[config.mk]
export PLATFORM = sky130hd
export DESIGN_NAME = seq_divider
export DESIGN_NICKNAME = d
export VERILOG_FILES = /design/src/rtl/seq_arith_pkg.sv /design/src/rtl/div_step.sv /design/src/rtl/seq_divider.sv
export SDC_FILE = /design/constraint.sdc
export NUM_CORES = 1
export LEC_CHECK = 0
export ABC_AREA = 1
export CAP_MARGIN = 0
export CORE_MARGIN = 3
export CORE_UTILIZATION = 45
export CTS_CLUSTER_DIAMETER = 200
export DETAILED_ROUTE_END_ITERATION = 10
export GPL_TIMING_DRIVEN = 0
export PLACE_DENSITY_LB_ADDON = 0.12
export SLEW_MARGIN = 20
export SYNTH_ARGS = -nofsm -noshare
export SYNTH_HDL_FRONTEND = slang
export SYNTH_HIERARCHICAL = 1
export SYNTH_SLANG_ARGS = --single-unit
[constraint.sdc]
create_clock -name clk -period 5.6 [get_ports clk]
set_clock_uncertainty 0.2 [all_clocks]
set_input_delay 0.56 -clock clk [delete_from_list [all_inputs] [get_ports clk]]
set_output_delay 0.56 -clock clk [all_outputs]
set_load 0.01 [all_outputs]
[src/rtl/seq_arith_pkg.sv]
// Shared definitions for the sequential arithmetic blocks.
// Holds the default operand widths and the state encoding used by
// seq_divider. No ports; import with "import seq_arith_pkg::*;".
package seq_arith_pkg;

  // Default widths: the divider inverts the 4x4 multiplier, so an 8-bit
  // product divided by a 4-bit factor.
  localparam int DEF_N_W = 8;
  localparam int DEF_D_W = 4;

  // Divider FSM encoding.
  localparam logic [1:0] ST_IDLE = 2'd0;
  localparam logic [1:0] ST_CALC = 2'd1;
  localparam logic [1:0] ST_DONE = 2'd2;

endpackage

[src/rtl/div_step.sv]
// One combinational restoring-division step.
// Ports:
//   p        in  D_W+1  partial remainder before the step (always < d_reg)
//   next_bit in  1      next dividend bit, shifted in at the LSB
//   d_reg    in  D_W    divisor
//   p_next   out D_W+1  partial remainder after the step
//   q_bit    out 1      quotient bit produced by this step
module div_step #(
  parameter int D_W = 4
) (
  input  logic [D_W:0]   p,
  input  logic           next_bit,
  input  logic [D_W-1:0] d_reg,
  output logic [D_W:0]   p_next,
  output logic           q_bit
);

  // The trial value is built from the whole of p rather than p[D_W-1:0].
  // Because p < d_reg, p[D_W] is always 0, so this is the same value, and
  // t - d_reg is always < d_reg, so it fits back into D_W+1 bits.
  logic [D_W+1:0] t;
  logic [D_W+1:0] diff;

  always_comb begin
    t      = {p, next_bit};
    diff   = t - {2'b00, d_reg};
    q_bit  = (t >= {2'b00, d_reg});
    p_next = q_bit ? diff[D_W:0] : t[D_W:0];
  end

endmodule

[src/rtl/seq_divider.sv]
// Iterative restoring unsigned divider, one quotient bit per clock.
// Ports:
//   clk          in  1    rising-edge clock
//   rst          in  1    synchronous active-high reset
//   start        in  1    request a division (sampled only in IDLE)
//   dividend     in  N_W  numerator, sampled with start
//   divisor      in  D_W  denominator, sampled with start
//   busy         out 1    high in CALC and DONE
//   done         out 1    one-cycle pulse, results valid from this cycle
//   quotient     out N_W  registered quotient
//   remainder    out D_W  registered remainder
//   div_by_zero  out 1    set when the sampled divisor was 0
//
// Handshake: start is a request that is accepted only on an edge where
// busy=0; it is neither queued nor acknowledged otherwise. Results are
// valid from the done cycle and hold until the next accepted start.
module seq_divider
  import seq_arith_pkg::*;
#(
  parameter int N_W = DEF_N_W,
  parameter int D_W = DEF_D_W
) (
  input  logic           clk,
  input  logic           rst,
  input  logic           start,
  input  logic [N_W-1:0] dividend,
  input  logic [D_W-1:0] divisor,
  output logic           busy,
  output logic           done,
  output logic [N_W-1:0] quotient,
  output logic [D_W-1:0] remainder,
  output logic           div_by_zero
);

  localparam int CNT_W = $clog2(N_W + 1);

  logic [1:0]       state;
  logic [N_W-1:0]   shreg;
  logic [D_W-1:0]   d_reg;
  logic [D_W:0]     p;
  logic [CNT_W-1:0] cnt;

  logic [D_W:0]     p_next;
  logic             q_bit;

  div_step #(.D_W(D_W)) u_step (
    .p        (p),
    .next_bit (shreg[N_W-1]),
    .d_reg    (d_reg),
    .p_next   (p_next),
    .q_bit    (q_bit)
  );

  assign busy = (state != ST_IDLE);
  assign done = (state == ST_DONE);

  always_ff @(posedge clk) begin
    if (rst) begin
      state       <= ST_IDLE;
      shreg       <= '0;
      d_reg       <= '0;
      p           <= '0;
      cnt         <= '0;
      quotient    <= '0;
      remainder   <= '0;
      div_by_zero <= 1'b0;
    end else begin
      case (state)
        ST_IDLE: begin
          if (start) begin
            shreg       <= dividend;
            d_reg       <= divisor;
            p           <= '0;
            cnt         <= CNT_W'(N_W);
            div_by_zero <= (divisor == '0);
            remainder   <= '0;
            if (divisor == '0) begin
              // Divide by zero skips CALC and reports an all-ones quotient.
              quotient <= '1;
              state    <= ST_DONE;
            end else begin
              // N_W shifts fully replace this, cleared only for tidiness.
              quotient <= '0;
              state    <= ST_CALC;
            end
          end
        end
        ST_CALC: begin
          p         <= p_next;
          quotient  <= {quotient[N_W-2:0], q_bit};
          remainder <= p_next[D_W-1:0];
          shreg     <= {shreg[N_W-2:0], 1'b0};
          cnt       <= cnt - 1'b1;
          if (cnt == CNT_W'(1)) begin
            state <= ST_DONE;
          end
        end
        ST_DONE: begin
          state <= ST_IDLE;
        end
        default: begin
          state <= ST_IDLE;
        end
      endcase
    end
  end

endmodule

After elaboration in Yosys (flattened, before gate mapping)

Index checks and enable logic that the tools add are counted.

Flip-flop bits (word level): 36
Input port bits: 15
Output and inout port bits: 15
Word-level logic and storage cells: 39

$add $sub $neg: 2
Magnitude comparators: 1
Equal/unequal tests: 5
Multiplexer cells: 16
Reductions and logical operators: 7

Operators with widths:

| kind                                                               | number |
|---|---|
| 8-bit case mux with 2 select lines                                 | 2 |
| 8-bit two-way mux                                                  | 3 |
| 4-bit case mux with 2 select lines                                 | 2 |
| 5-bit two-way mux                                                  | 2 |
| 5-bit case mux with 2 select lines                                 | 1 |
| 4-bit two-way mux                                                  | 2 |
| 6-bit by 4-bit greater-or-equal comparator with 1-bit output       | 1 |
| 2-bit two-way mux                                                  | 3 |
| 2-bit AND reduction                                                | 3 |
| 5-bit by 4-bit subtractor with 5-bit output                        | 1 |
| 4-bit by 1-bit == test with 1-bit output, second input constant    | 1 |
| 4-bit zero test                                                    | 1 |
| 2-bit != test, second input constant                               | 2 |
| 2-bit case mux with 2 select lines                                 | 1 |
| 2-bit nonzero test                                                 | 2 |
| 4-bit by 1-bit subtractor with 4-bit output, second input constant | 1 |
| 2-bit by 1-bit == test with 1-bit output, second input constant    | 1 |
| 2-bit == test, second input constant                               | 1 |
| 2-bit zero test                                                    | 1 |

Logic depth before layout (Yosys ltp)

Gate-level depths: netlist (run 1).

Word-level depth: 4
Gate-level depth with buffers: 12
Depth with buffers taken out: 12

By module

Netlist (run 1), hierarchy kept.

By module, submodules not included:

| module      | instances | cells each | area each (µm²) | seq. area each (µm²) |
|---|---|---|---|---|
| seq_divider | 1         | 201        | 1,481.4         | 640.6 |
| div_step    | 1         | 45         | 285.3           | 0.0 |

Worst setup path after synthesis (run 1)

OpenSTA, ideal clock, no wires.

Path type: register to register
Start: register shreg[7]
End: register quotient[0]
Library setup time: 0.129 ns
Data arrival time: 1.463 ns
Data required time: 5.271 ns
Slack: 3.808 ns
Stages on the path, launching flop included: 13
Buffers on the path: 0
Clock period less this slack: 1.792 ns
Cells stage by stage: dfxtp_1 inv_1 ha_1 inv_1 fa_1 nand2_1 nand2_2 nand2_4 nand3_4 nand2_1 nand2_1 nor2_1 nor2_1

Word-level cells in the longest chain between the ends: 2

Ends and longest elaborated chain:

| what                                                         | line              | text |
|---|---|---|
| start: declaration                                           | seq_divider.sv:38 | `logic [N_W-1:0] shreg;` |
| start signal: assignment                                     | seq_divider.sv:71 | `shreg <= dividend;` |
| start signal: assignment                                     | seq_divider.sv:92 | `shreg <= {shreg[N_W-2:0], 1'b0};` |
| 6-bit by 4-bit greater-or-equal comparator with 1-bit output | div_step.sv:27    | `q_bit = (t >= {2'b00, d_reg});` |
| net q_bit                                                    | seq_divider.sv:44 | `logic q_bit;` |
| 8-bit case mux with 2 select lines                           | seq_divider.sv:68 | `case (state)` |
| end signal: assignment                                       | seq_divider.sv:90 | `quotient <= {quotient[N_W-2:0], q_bit};` |
| end: declaration                                             | seq_divider.sv:30 | `output logic [N_W-1:0] quotient,` |

The timed path passes the listed nets, and every way through them passes these cells.
A chain may end at the register's enable or synchronous reset.

Worst setup path in the final report (run 1)

Start: register state[1]
End: output port done

Word-level cells in the longest chain between the ends: 1

Ends and longest elaborated chain:

| what                     | line              | text |
|---|---|---|
| start: declaration       | seq_divider.sv:37 | `logic [1:0] state;` |
| start signal: assignment | seq_divider.sv:59 | `state <= ST_IDLE;` |
| start signal: assignment | seq_divider.sv:80 | `state <= ST_DONE;` |
| start signal: assignment | seq_divider.sv:84 | `state <= ST_CALC;` |
| 2-bit == test            | seq_divider.sv:55 | `assign done = (state == ST_DONE);` |
| end: declaration         | seq_divider.sv:29 | `output logic done,` |

No other way between the ends.

==> summary.md, run 1 <==
| Metric | Value |
|---|---|
| Status | completed |
| Synth Area in Simple Gates | slightly below 40% |
| Pwr/cell area | 296 nW/um^2 |
| Slew margin rel. | 68.4% |
| #FFs+latches synth | 32 |
| Post-Synth XOR/XNOR Area | less than 1% |
| Post-synth top area cell | dfxtp_1 |
| CP Class | flip-flop to primary output |
| Post-Synth Adder-Cell Area | between 5 and 6% |
| Most common cell in the netlist | nand2_1 |
| Final Max Tran Viols | 0 |
| Number of global-route vias before repair | between 1000 and 1500 |
| Die footprint | 4710 sq um |
| I/O Buffers | 28 |
| WHS | between 0.2 and 0.3 ns |
| Clock share of power | approximately 26% |
| Via/cell ratio | slightly below 5 |
| Final worst slack | roughly 3.4 ns |
| DRT Pass-1 Iters | 4 |
| # diodes | 0 |
| DR vias | between 1500 and 2000 |
| # hold bufs at CTS | 0 |
| FFs w/ async S/R, synth | 0% |
| Top post-synthesis cells by count | 67 x nand2_1, 46 x nor2_1, 32 x dfxtp_1 |
| Mux cell area share after synthesis | 0% |
| Post-DP HPWL | about 2.8 mm |
| Skew-Pair Late Insertion Delay | around 0.28 ns |
| Cell breakdown of the critical path | inv_2, nor2_1, clkdlybuf4s50_1 |
| Crit-path slowest cell | clkdlybuf4s50_1 |
| Synth area leaders | dfxtp_1 36%, nand2_1 14%, nor2_1 9.8% |
| DRC | 0 |
| Final Core Density | 58.8% |
| Max cap viols | 0 |
| Crit-path leading delay family | buffers and inverters |
| Sequential cell fraction of total power | between 40% and 50% |
| Fmax achieved | 0.456 GHz |
| Register area share after synthesis | approximately 36% |
| Yosys top cell area share | a little over a third |
| Primary FF master, synth | dfxtp_1 |
| Die Wd | ~70 microns |
| Setup Total Neg Slack | 0 ns |
| Final-report hold violation count | 0 |
| Crit path arrival time | approximately 1.4 ns |
| Layout fillers | about 400 |
| Startpoint types | flip-flop |
| Crit path buffers/inverters | 2 |
| Clock buffer depth | 2 |
| Avg Inst Size Synth | slightly above 7 sq um |
| CP max stage delay | around 0.55 ns |
| CTS HTree Levels | 2 |
| Quantity of gates resized following cts | 0 |
| Gate Count Post-Synth | between 200 and 250 |
| Final period utilization | approximately two fifths |
| Worst Tran Pin Value | 0.474 ns |
| Internal Pwr Total | ~0.00042 W |
| CTS tree | done |
| Worst Path Required | a little under 5 ns |
| Aggregate global-route resource usage | 18.4% |
| Layout cells sized above 1 | between 10% and 20% |
| Largest fanout on the critical path | 4 |
| Endpoint class of the critical path | primary output |
| VDD IR-drop max | around 160 uV |
| Worst-path clk slew | approximately 0.06 ns |
| Drt initial violations | 43 |
| Syn. warnings | 6 |
| Post-CTS setup buffers | 0 |
| Clk root buf | clkbuf_8 |
| Total Nets Final | 303 |
| Post-synthesis cell area | between 1500 and 2000 sq um |
| Post-synth EDFFs | 0 |
| Crit path time final | about 2.2 ns |
| Initial Util | between 40% and 50% |
| Num Clock Sinks | 32 |
| Gpl congestion | ~0.76 |
| Synth cell types | 29 |
| Placed cells | 322 |
| Place WS | between 3 and 4 ns |
| Num rows | 22 |
| RSZ-0062 raised after global routing | no |
| Initial antenna violation count | 0 |
| FF+latch area | 641 sq um |
| Leakage | between 0.9 and 1 nW |
| I/O Pins | 30 |
| TritonCTS buffer count | 5 |
| Biggest registers after layout | quotient (8), shreg (8) |
| Multi-input gate area | roughly 950 sq um |
| Sw frac | between 30% and 40% |
| Area Overhead vs Synth | 23.7% |
| Final setup violation count | 0 |
| Comb pwr share | between 30 and 40% |
| Final Non-Filler Cells | roughly 330 |
| Largest net degree at the start of global routing | 11 |
| Die height | ~70 microns |
| Core area | roughly 3700 sq um |
| NetSw | 0.000222 W |
| Final wirelength | 3.80 mm |
| First-pass GRT wire length | approximately 6.4 mm |
| Largest family of logic cells by synthesized area | simple AND/OR/NAND/NOR gates |
| Syn nets | around 270 |
| DR WL/cell | between 10 and 15 microns |
| Synth Area in Compound Gates | 8.57% |
| Final antenna-violating net count | 0 |
| Gr ovfl total | 0 |
| Hold WC Path Type | flip-flop to flip-flop |
[per-stage QoR]
stage	area [sq um]	total power, W
2_1_floorplan	1770	0.000428
3_3_place_gp	2110	0.000484
3_5_place_dp	2110	0.000486
4_1_cts	2180	0.000652
5_1_grt	2180	0.000690
6_report	2180	0.000647
[worst paths after layout]
| path | start | endpoint | slack [ns] | depth (start not counted) |
|---|---|---|---|---|
| worst max-delay path | state[1]$_SDFFE_PP0P_ | done | 3.40 | 3 |
| worst min-delay path | shreg[0]$_SDFFE_PP0P_ | shreg[0]$_SDFFE_PP0P_ | 0.27 | 2 |
| worst max register to register | shreg[7]$_SDFFE_PP0P_ | quotient[0]$_SDFFE_PP0P_ | 3.63 | 12 |
| worst min register to register | shreg[0]$_SDFFE_PP0P_ | shreg[0]$_SDFFE_PP0P_ | 0.27 | 2 |
[placed cells by master, fill, tap and decap left out, drive strengths merged]
master and instances:
a21oi 14, buf 11, clkbuf 7, clkdlybuf4s50 28, clkinv 1, dfxtp 32, fa 1, ha 6
inv 17, nand2 76, nand3 16, nand4 5, nor2 50, o21ai 14, or2 2, xor2 1
[worst reg2reg max path, delay by kind of cell, from the launching register on]
kind / cells / cell delay [ns]
buffers and inverters: 2 / 0.11
AND/OR/NAND/NOR: 8 / 0.67
flip-flops: 1 / 0.33
adder cells (fa/ha/maj): 2 / 0.53
[final cells by class]
class	instances	share of cell area [%]
multi-input cells	185	43.5
flip-flops and latches	32	29.3
plain buffers	12	4.75
clock inverters	1	0.229
inverters	17	3.26
repair buffers	28	12.8
clock buffers	6	3.32
well taps	48	2.75
[logic make-up after synthesis]
group / Yosys count
simple gates: 149
flops: 32
buf+inv: 29
compound gates: 28
fa+ha+maj: 7
xor+xnor: 1
[power by group through the flow]
stage	sequential, W	clock, W	combinational, W
6_report	0.000265	0.000166	0.000216
5_1_grt	0.000268	0.000180	0.000242
4_1_cts	0.000265	0.000170	0.000217
3_5_place_dp	0.000270	0	0.000216
3_3_place_gp	0.000270	0	0.000214
2_1_floorplan	0.000267	0	0.000161
[layer usage]
layer	wire, microns	global-route usage [%]	vias to the layer above
li1	-	-	843
met1	1790	22.6	724
met2	1850	30.9	23
met3	119	4.86	2
met4	38	6.70	0
met5	0	0	-
No activity file was read; power rests on OpenSTA's default activity.
==> inputs of run 2 (changes only) <==
clock period = 1.9 ns   (was 5.6 ns; I/O delays follow)
==> run 2 against run 1 <==
Effect of this change:
- cell count up 0.30%
- first-iteration DRC count up 12%
- count of clock-buffer cells in the layout stayed put
- hold slack got worse by 0.23 ns
- largest power group unchanged
- wire length is 0.84% higher
- critical path depth is 9 higher
==> summary.md, run 2 (synthesis results as in run 1) <==
| Metric | Value |
|---|---|
| Worst Tran Pin Value | 0.474 ns (+0.000185 ns) |
| Sw frac | 34.4% (+0.057 points) |
| Global routing usage on met1 | 22.7% (+0.099 points) |
| Crit path time final | about 1.9 ns |
| CP Class | flip-flop to flip-flop |
| Most frequent cells in the layout | 63 x nand2_1, 46 x nor2_1, 30 x dfxtp_1, 27 x clkdlybuf4s50_1, 14 x nand3_1 |
| CTS tree | done |
| Comb pwr share | 34.6% (+1.3 points) |
| Die height | 68.7 microns (unchanged) |
| Largest net degree at the start of global routing | 11 (unchanged) |
| Layout fillers | 382 (-3.0%) |
| Clock buffer depth | 2 (unchanged) |
| Die footprint | 4710 sq um (unchanged) |
| I/O Buffers | 28 (unchanged) |
| Worst Path Required | 1.86 ns (-2.98 ns) |
| Multi-input gate area | 990 sq um (+4.1%) |
| DR vias | 1599 (+0.44%) |
| M3 GR Usage | 4.86% (unchanged) |
| Drt initial violations | 48 (+12%) |
| Place WS | -0.0559 ns (-3.59 ns) |
| Gr busiest metal | met2 |
| Hold WC Path Type | input pin to flip-flop |
| Gr ovfl total | 0 (unchanged) |
| Initial Util | 47.5% (unchanged) |
| Final period utilization | slightly below 100% |
| Fmax achieved | about 0.54 GHz |
| Max cap viols | 0 (unchanged) |
| Gpl congestion | 0.758 (unchanged) |
| Area Overhead vs Synth | 26.6% |
| Worst-path clk slew | 0.07 ns (about the same) |
| Sequential cell fraction of total power | 40.5% (-0.5 points) |
| Biggest registers after layout | quotient (8), shreg (8) |
| Pwr/cell area | 867 nW/um^2 (+190%) |
| Slew margin rel. | 68.4% (about the same) |
| WHS | 0.0359 ns (-0.231 ns) |
| Clock share of power | 25.0% (-0.7 points) |
| Num rows | 22 (unchanged) |
| Initial antenna violation count | 0 (unchanged) |
| Total Nets Final | 304 (+0.33%) |
| Die Wd | 68.7 microns (unchanged) |
| Final setup violation count | 0 (unchanged) |
| DRC | 0 (unchanged) |
| Skew-Pair Late Insertion Delay | 0.28 ns (about the same) |
| Post-DP HPWL | 2.79 mm (unchanged) |
| Num Clock Sinks | 32 (unchanged) |
| FF+latch area | 643 sq um (+0.39%) |
| Clk root buf | clkbuf_8 |
| First-pass GRT wire length | 6.41 mm (+0.22%) |
| TritonCTS buffer count | 5 (unchanged) |
| Final wirelength | 3.83 mm (+0.84%) |
| DR WL/cell | 11.6 microns (+0.54%) |
| Core area | 3720 sq um (unchanged) |
| Global Route met2 Usage | 30.9% (unchanged) |
| Startpoint types | flip-flop |
| Final Max Tran Viols | 0 (unchanged) |
| CTS HTree Levels | 2 (unchanged) |
| Via/cell ratio | 4.85 (+0.14%) |
| Number of global-route vias before repair | 1451 (-0.14%) |
| Final worst slack | 0.0446 ns (-3.36 ns) |
| Largest fanout on the critical path | 6 (+2) |
| DRT Pass-1 Iters | 4 (unchanged) |
| I/O Pins | 30 (unchanged) |
| VDD IR-drop max | 480 uV (+200%) |
| Endpoint class of the critical path | flip-flop |
| Final-report hold violation count | 0 (unchanged) |
| Leakage | 0.998 nW (+2.4%) |
| Layout cells sized above 1 | 19.1% (+5.3 points) |
| Commonest non-fill, non-tap cell in the layout | nand2_1 |
| Internal Pwr Total | 0.00127 W (+200%) |
| Status | completed |
| NetSw | 0.000667 W (+200%) |
| # diodes | 0 (unchanged) |
| Final antenna-violating net count | 0 (unchanged) |
| RSZ-0062 raised after global routing | yes |
| # hold bufs at CTS | 0 (unchanged) |
| Crit path arrival time | 1.82 ns (+0.38 ns) |
| Aggregate global-route resource usage | 18.5% (+0.034 points) |
## run 2: critical path, cell delays in order, from the launching register on
cell     delay (ns)
dfxtp_2        0.34
inv_2          0.06
ha_4           0.12
inv_2          0.04
fa_2           0.34
nand2_2        0.08
nand2_2        0.07
nand2_4        0.10
nand3_4        0.12
nand2_1        0.08
nand2_1        0.05
nand2_1        0.08
a21oi_2        0.05
## run 2: power groups by stage
stage | clock network (W) | logic, W | registers, W
finish | 0.000484 | 0.000670 | 0.000784
global route | 0.000530 | 0.000748 | 0.000794
CTS | 0.000502 | 0.000642 | 0.000783
detailed placement | 0 | 0.000637 | 0.000796
global placement | 0 | 0.000631 | 0.000795
floorplan | 0 | 0.000475 | 0.000788
## run 2: stage by stage
stage          total power, W  cell area [sq um]  util (%)  setup TNS (ns)  instances
6_report              0.00194               2240      60.2               0        330
5_1_grt               0.00207               2240      60.2          -0.197        330
4_1_cts               0.00193               2190      58.9               0        329
3_5_place_dp          0.00143               2110      56.7          -0.190        322
3_3_place_gp          0.00143               2110      56.7         -0.0557        322
2_1_floorplan         0.00126               1770         -               0        246
## run 2: timing repair
item / CTS / global route
setup buffers: 0 / 1
endpoints found under the setup margin: 6 / 7
pin swaps: 2 / 9
cloned: 0 / 0
gates resized for setup: 2 / 14
## run 2: cell type report
type | count | share of cell area [%]
Clock buffer | 6 | 3.25
Multi-Input combinational cell | 185 | 44.3
Inverter | 17 | 3.19
Clock inverter | 1 | 0.224
Timing Repair Buffer | 29 | 13.0
Tap cell | 48 | 2.69
Sequential cell | 32 | 28.8
Buffer | 12 | 4.64
## run 2: worst paths after layout
| check | startpoint | slack, ns | depth (start not counted) | endpoint |
|---|---|---|---|---|
| worst max-delay path | shreg[7]$_SDFFE_PP0P_ | 0.04 | 12 | remainder[2]$_SDFFE_PP0P_ |
| worst min-delay path | rst | 0.04 | 2 | p[3]$_SDFFE_PP0P_ |
| worst max register to register | shreg[7]$_SDFFE_PP0P_ | 0.04 | 12 | remainder[2]$_SDFFE_PP0P_ |
| worst min register to register | shreg[0]$_SDFFE_PP0P_ | 0.27 | 2 | shreg[0]$_SDFFE_PP0P_ |
## run 2: per-layer routing
metal | vias to the layer above | wire length (microns)
met3 | 2 | 152
li1 | 848 | -
met2 | 31 | 1910
met5 | - | 0
met4 | 0 | 34
met1 | 718 | 1740
==> inputs of run 3 (changes only) <==
CTS_CLUSTER_SIZE = 16   (was unset)
PLACE_DENSITY = 0.79   (was unset)
PLACE_DENSITY_LB_ADDON = unset   (was 0.12)
==> run 3 against run 2 <==
Effect of this change:
- core utilization is 0.77 points higher
- wire length is 5.1% higher
- worst setup slack got worse by 0.018 ns
- power increased by 4.4%
- count of clock-buffer cells in the layout increased by 2
- clock power grew 12%
- sequential share of layout area is 0.37 points lower
- first-iteration DRC count down 10%
- cell count rose by 1.2%
- critical path depth did not move
- hold slack got worse by 0.031 ns
- sequential cell count unchanged
- largest cell class unchanged
- largest power group unchanged
- highest routed layer unchanged
==> summary.md, run 3 (synthesis results as in run 1) <==
| Metric | Value |
|---|---|
| Status | completed |
| Setup Total Neg Slack | 0 ns (unchanged) |
| Crit path time final | 1.87 ns (+0.0185 ns) |
| Slew margin rel. | 65.5% (-2.9 points) |
| CTS HTree Levels | 2 (unchanged) |
| Core area | 3720 sq um (unchanged) |
| Area Overhead vs Synth | 28.2% |
| Number of global-route vias before repair | 1504 (+3.7%) |
| First-pass GRT wire length | 6.61 mm (+3.1%) |
| CP max stage delay | 0.34 ns (about the same) |
| Num Clock Sinks | 32 (unchanged) |
| DR vias | 1637 (+2.4%) |
| Place WS | -0.0836 ns (-0.0277 ns) |
| I/O Pins | 30 (unchanged) |
| RSZ-0062 raised after global routing | yes |
| Layout cells sized above 1 | 18.5% (-0.62 points) |
| Biggest registers after layout | quotient (8), shreg (8) |
| Comb pwr share | 34.4% (-0.2 points) |
| Fmax achieved | 0.534 GHz (-0.99%) |
| Endpoint class of the critical path | flip-flop |
| DRT Pass-1 Iters | 4 (unchanged) |
| Worst-path clk slew | 0.07 ns (about the same) |
| Commonest non-fill, non-tap cell in the layout | nand2_1 |
| Hold WC Path Type | input pin to flip-flop |
| Worst Tran Pin Value | 0.517 ns (+0.0431 ns) |
| Final-report hold violation count | 0 (unchanged) |
| # hold bufs at CTS | 0 (unchanged) |
| Final worst slack | 0.0261 ns (-0.0185 ns) |
| Crit-path leading delay family | adder cells |
| Die Wd | 68.7 microns (unchanged) |
| Max cap viols | 0 (unchanged) |
| Worst reg2reg setup slack | 0.03 ns (-0.02 ns) |
| Crit-path slowest cell | fa_2 |
| Num rows | 22 (unchanged) |
| DRC | 0 (unchanged) |
| Clk root buf | clkbuf_8 |
| NetSw | 0.000687 W (+3.0%) |
| Clock buffer depth | 2 (unchanged) |
| Sw frac | 33.9% (-0.49 points) |
| Final wirelength | 4.03 mm (+5.1%) |
| Sequential cell fraction of total power | 38.8% (-1.7 points) |
| Clock share of power | 26.9% (+1.9 points) |
| Skew-Pair Late Insertion Delay | 0.29 ns (about the same) |
| Final antenna-violating net count | 0 (unchanged) |
| Startpoint types | flip-flop |
| Gr ovfl total | 0 (unchanged) |
| DR WL/cell | 12.1 microns (+3.8%) |
| Aggregate global-route resource usage | 18.8% (+0.37 points) |
| # diodes | 0 (unchanged) |
| Crit path buffers/inverters | 3 (+1) |
| I/O Buffers | 28 (unchanged) |
| Leakage | 0.998 nW (about the same) |
| Initial Util | 47.5% (unchanged) |
| Largest fanout on the critical path | 6 (unchanged) |
| CTS tree | done |
| Die footprint | 4710 sq um (unchanged) |
| Die height | 68.7 microns (unchanged) |
| VDD IR-drop max | 794 uV (+65%) |
| Via/cell ratio | 4.90 (+1.2%) |
| Most frequent cells in the layout | 65 x nand2_1, 46 x nor2_1, 30 x dfxtp_1, 28 x clkdlybuf4s50_1, 14 x nand3_1 |
| Final setup violation count | 0 (unchanged) |
| Cell breakdown of the critical path | inv_2, ha_4, inv_2, fa_2, nand2_2, nand2_2, nand2_4, buf_4, nand2_1, o21ai_1, nand2_1, a21oi_2 |
| Final period utilization | 98.6% (+0.97 points) |
| Drt initial violations | 43 (-10%) |
| TritonCTS buffer count | 5 (unchanged) |
| Worst Path Required | 1.93 ns (+0.07 ns) |
| CP Class | flip-flop to flip-flop |
| Largest net degree at the start of global routing | 11 (unchanged) |
| Crit path arrival time | 1.90 ns (+0.08 ns) |
| Total Nets Final | 307 (+0.99%) |
| Initial antenna violation count | 0 (unchanged) |
| Post-DP HPWL | 2.84 mm (+1.6%) |
| Gpl congestion | 0.824 (+8.7%) |
| Internal Pwr Total | 0.00134 W (+5.2%) |
| Pwr/cell area | 894 nW/um^2 (+3.1%) |
| Final Max Tran Viols | 0 (unchanged) |
[run 3: changes by cell type in the layout (fill, tap and decap cells not counted), sizes merged]
cell	delta
buf	+3
clkbuf	+2
clkdlybuf4s50	+1
clkinv	-1
dlymetal6s2s	-1
[run 3: cell type report]
type	instances	area, sq um
multi-input combinational	185	986
sequential	32	643
tap	48	60.1
clock buffer	8	90.1
timing repair buffer	32	310
inverter	17	71.3
fill	351	1450
buffer	12	104
[run 3: metrics by stage]
stage	util [%]	cells	hold WS (ns)	total power, W	area (sq um)
floorplan	-	246	0.150	0.00126	1770
global placement	56.7	322	0.254	0.00142	2110
detailed placement	56.7	322	0.258	0.00143	2110
global route	60.9	334	0.0110	0.00214	2260
CTS	60.1	332	0.000146	0.00200	2230
finish	60.9	334	0.00542	0.00203	2260
[run 3: repair_timing]
item | in CTS | in global routing
pin swaps | 6 | 6
setup endpoints to repair | 6 | 5
buffers inserted | 2 | 2
gates resized for setup | 8 | 3
[run 3: worst paths after layout]
path / from / to / cells after the start
worst max-delay path: shreg[7]$_SDFFE_PP0P_ / p[4]$_SDFFE_PP0P_ / 12
worst min-delay path: rst / p[3]$_SDFFE_PP0P_ / 2
worst max register to register: shreg[7]$_SDFFE_PP0P_ / p[4]$_SDFFE_PP0P_ / 12
worst min register to register: shreg[0]$_SDFFE_PP0P_ / shreg[0]$_SDFFE_PP0P_ / 2
[run 3: power by group through the flow]
stage          registers, W  clock network, W  logic (W)
2_1_floorplan      0.000788                 0   0.000475
3_3_place_gp       0.000795                 0   0.000626
3_5_place_dp       0.000797                 0   0.000637
4_1_cts            0.000785          0.000550   0.000662
5_1_grt            0.000792          0.000571   0.000775
6_report           0.000785          0.000544   0.000696
[run 3: metal layers]
layer / vias up / routed length (microns) / global-route usage (%)
met4: 0 / 51 / 4.71
met1: 736 / 1950 / 24.3
met3: 4 / 201 / 6.16
met5: - / 0 / 0
li1: 855 / - / -
met2: 42 / 1830 / 30.3
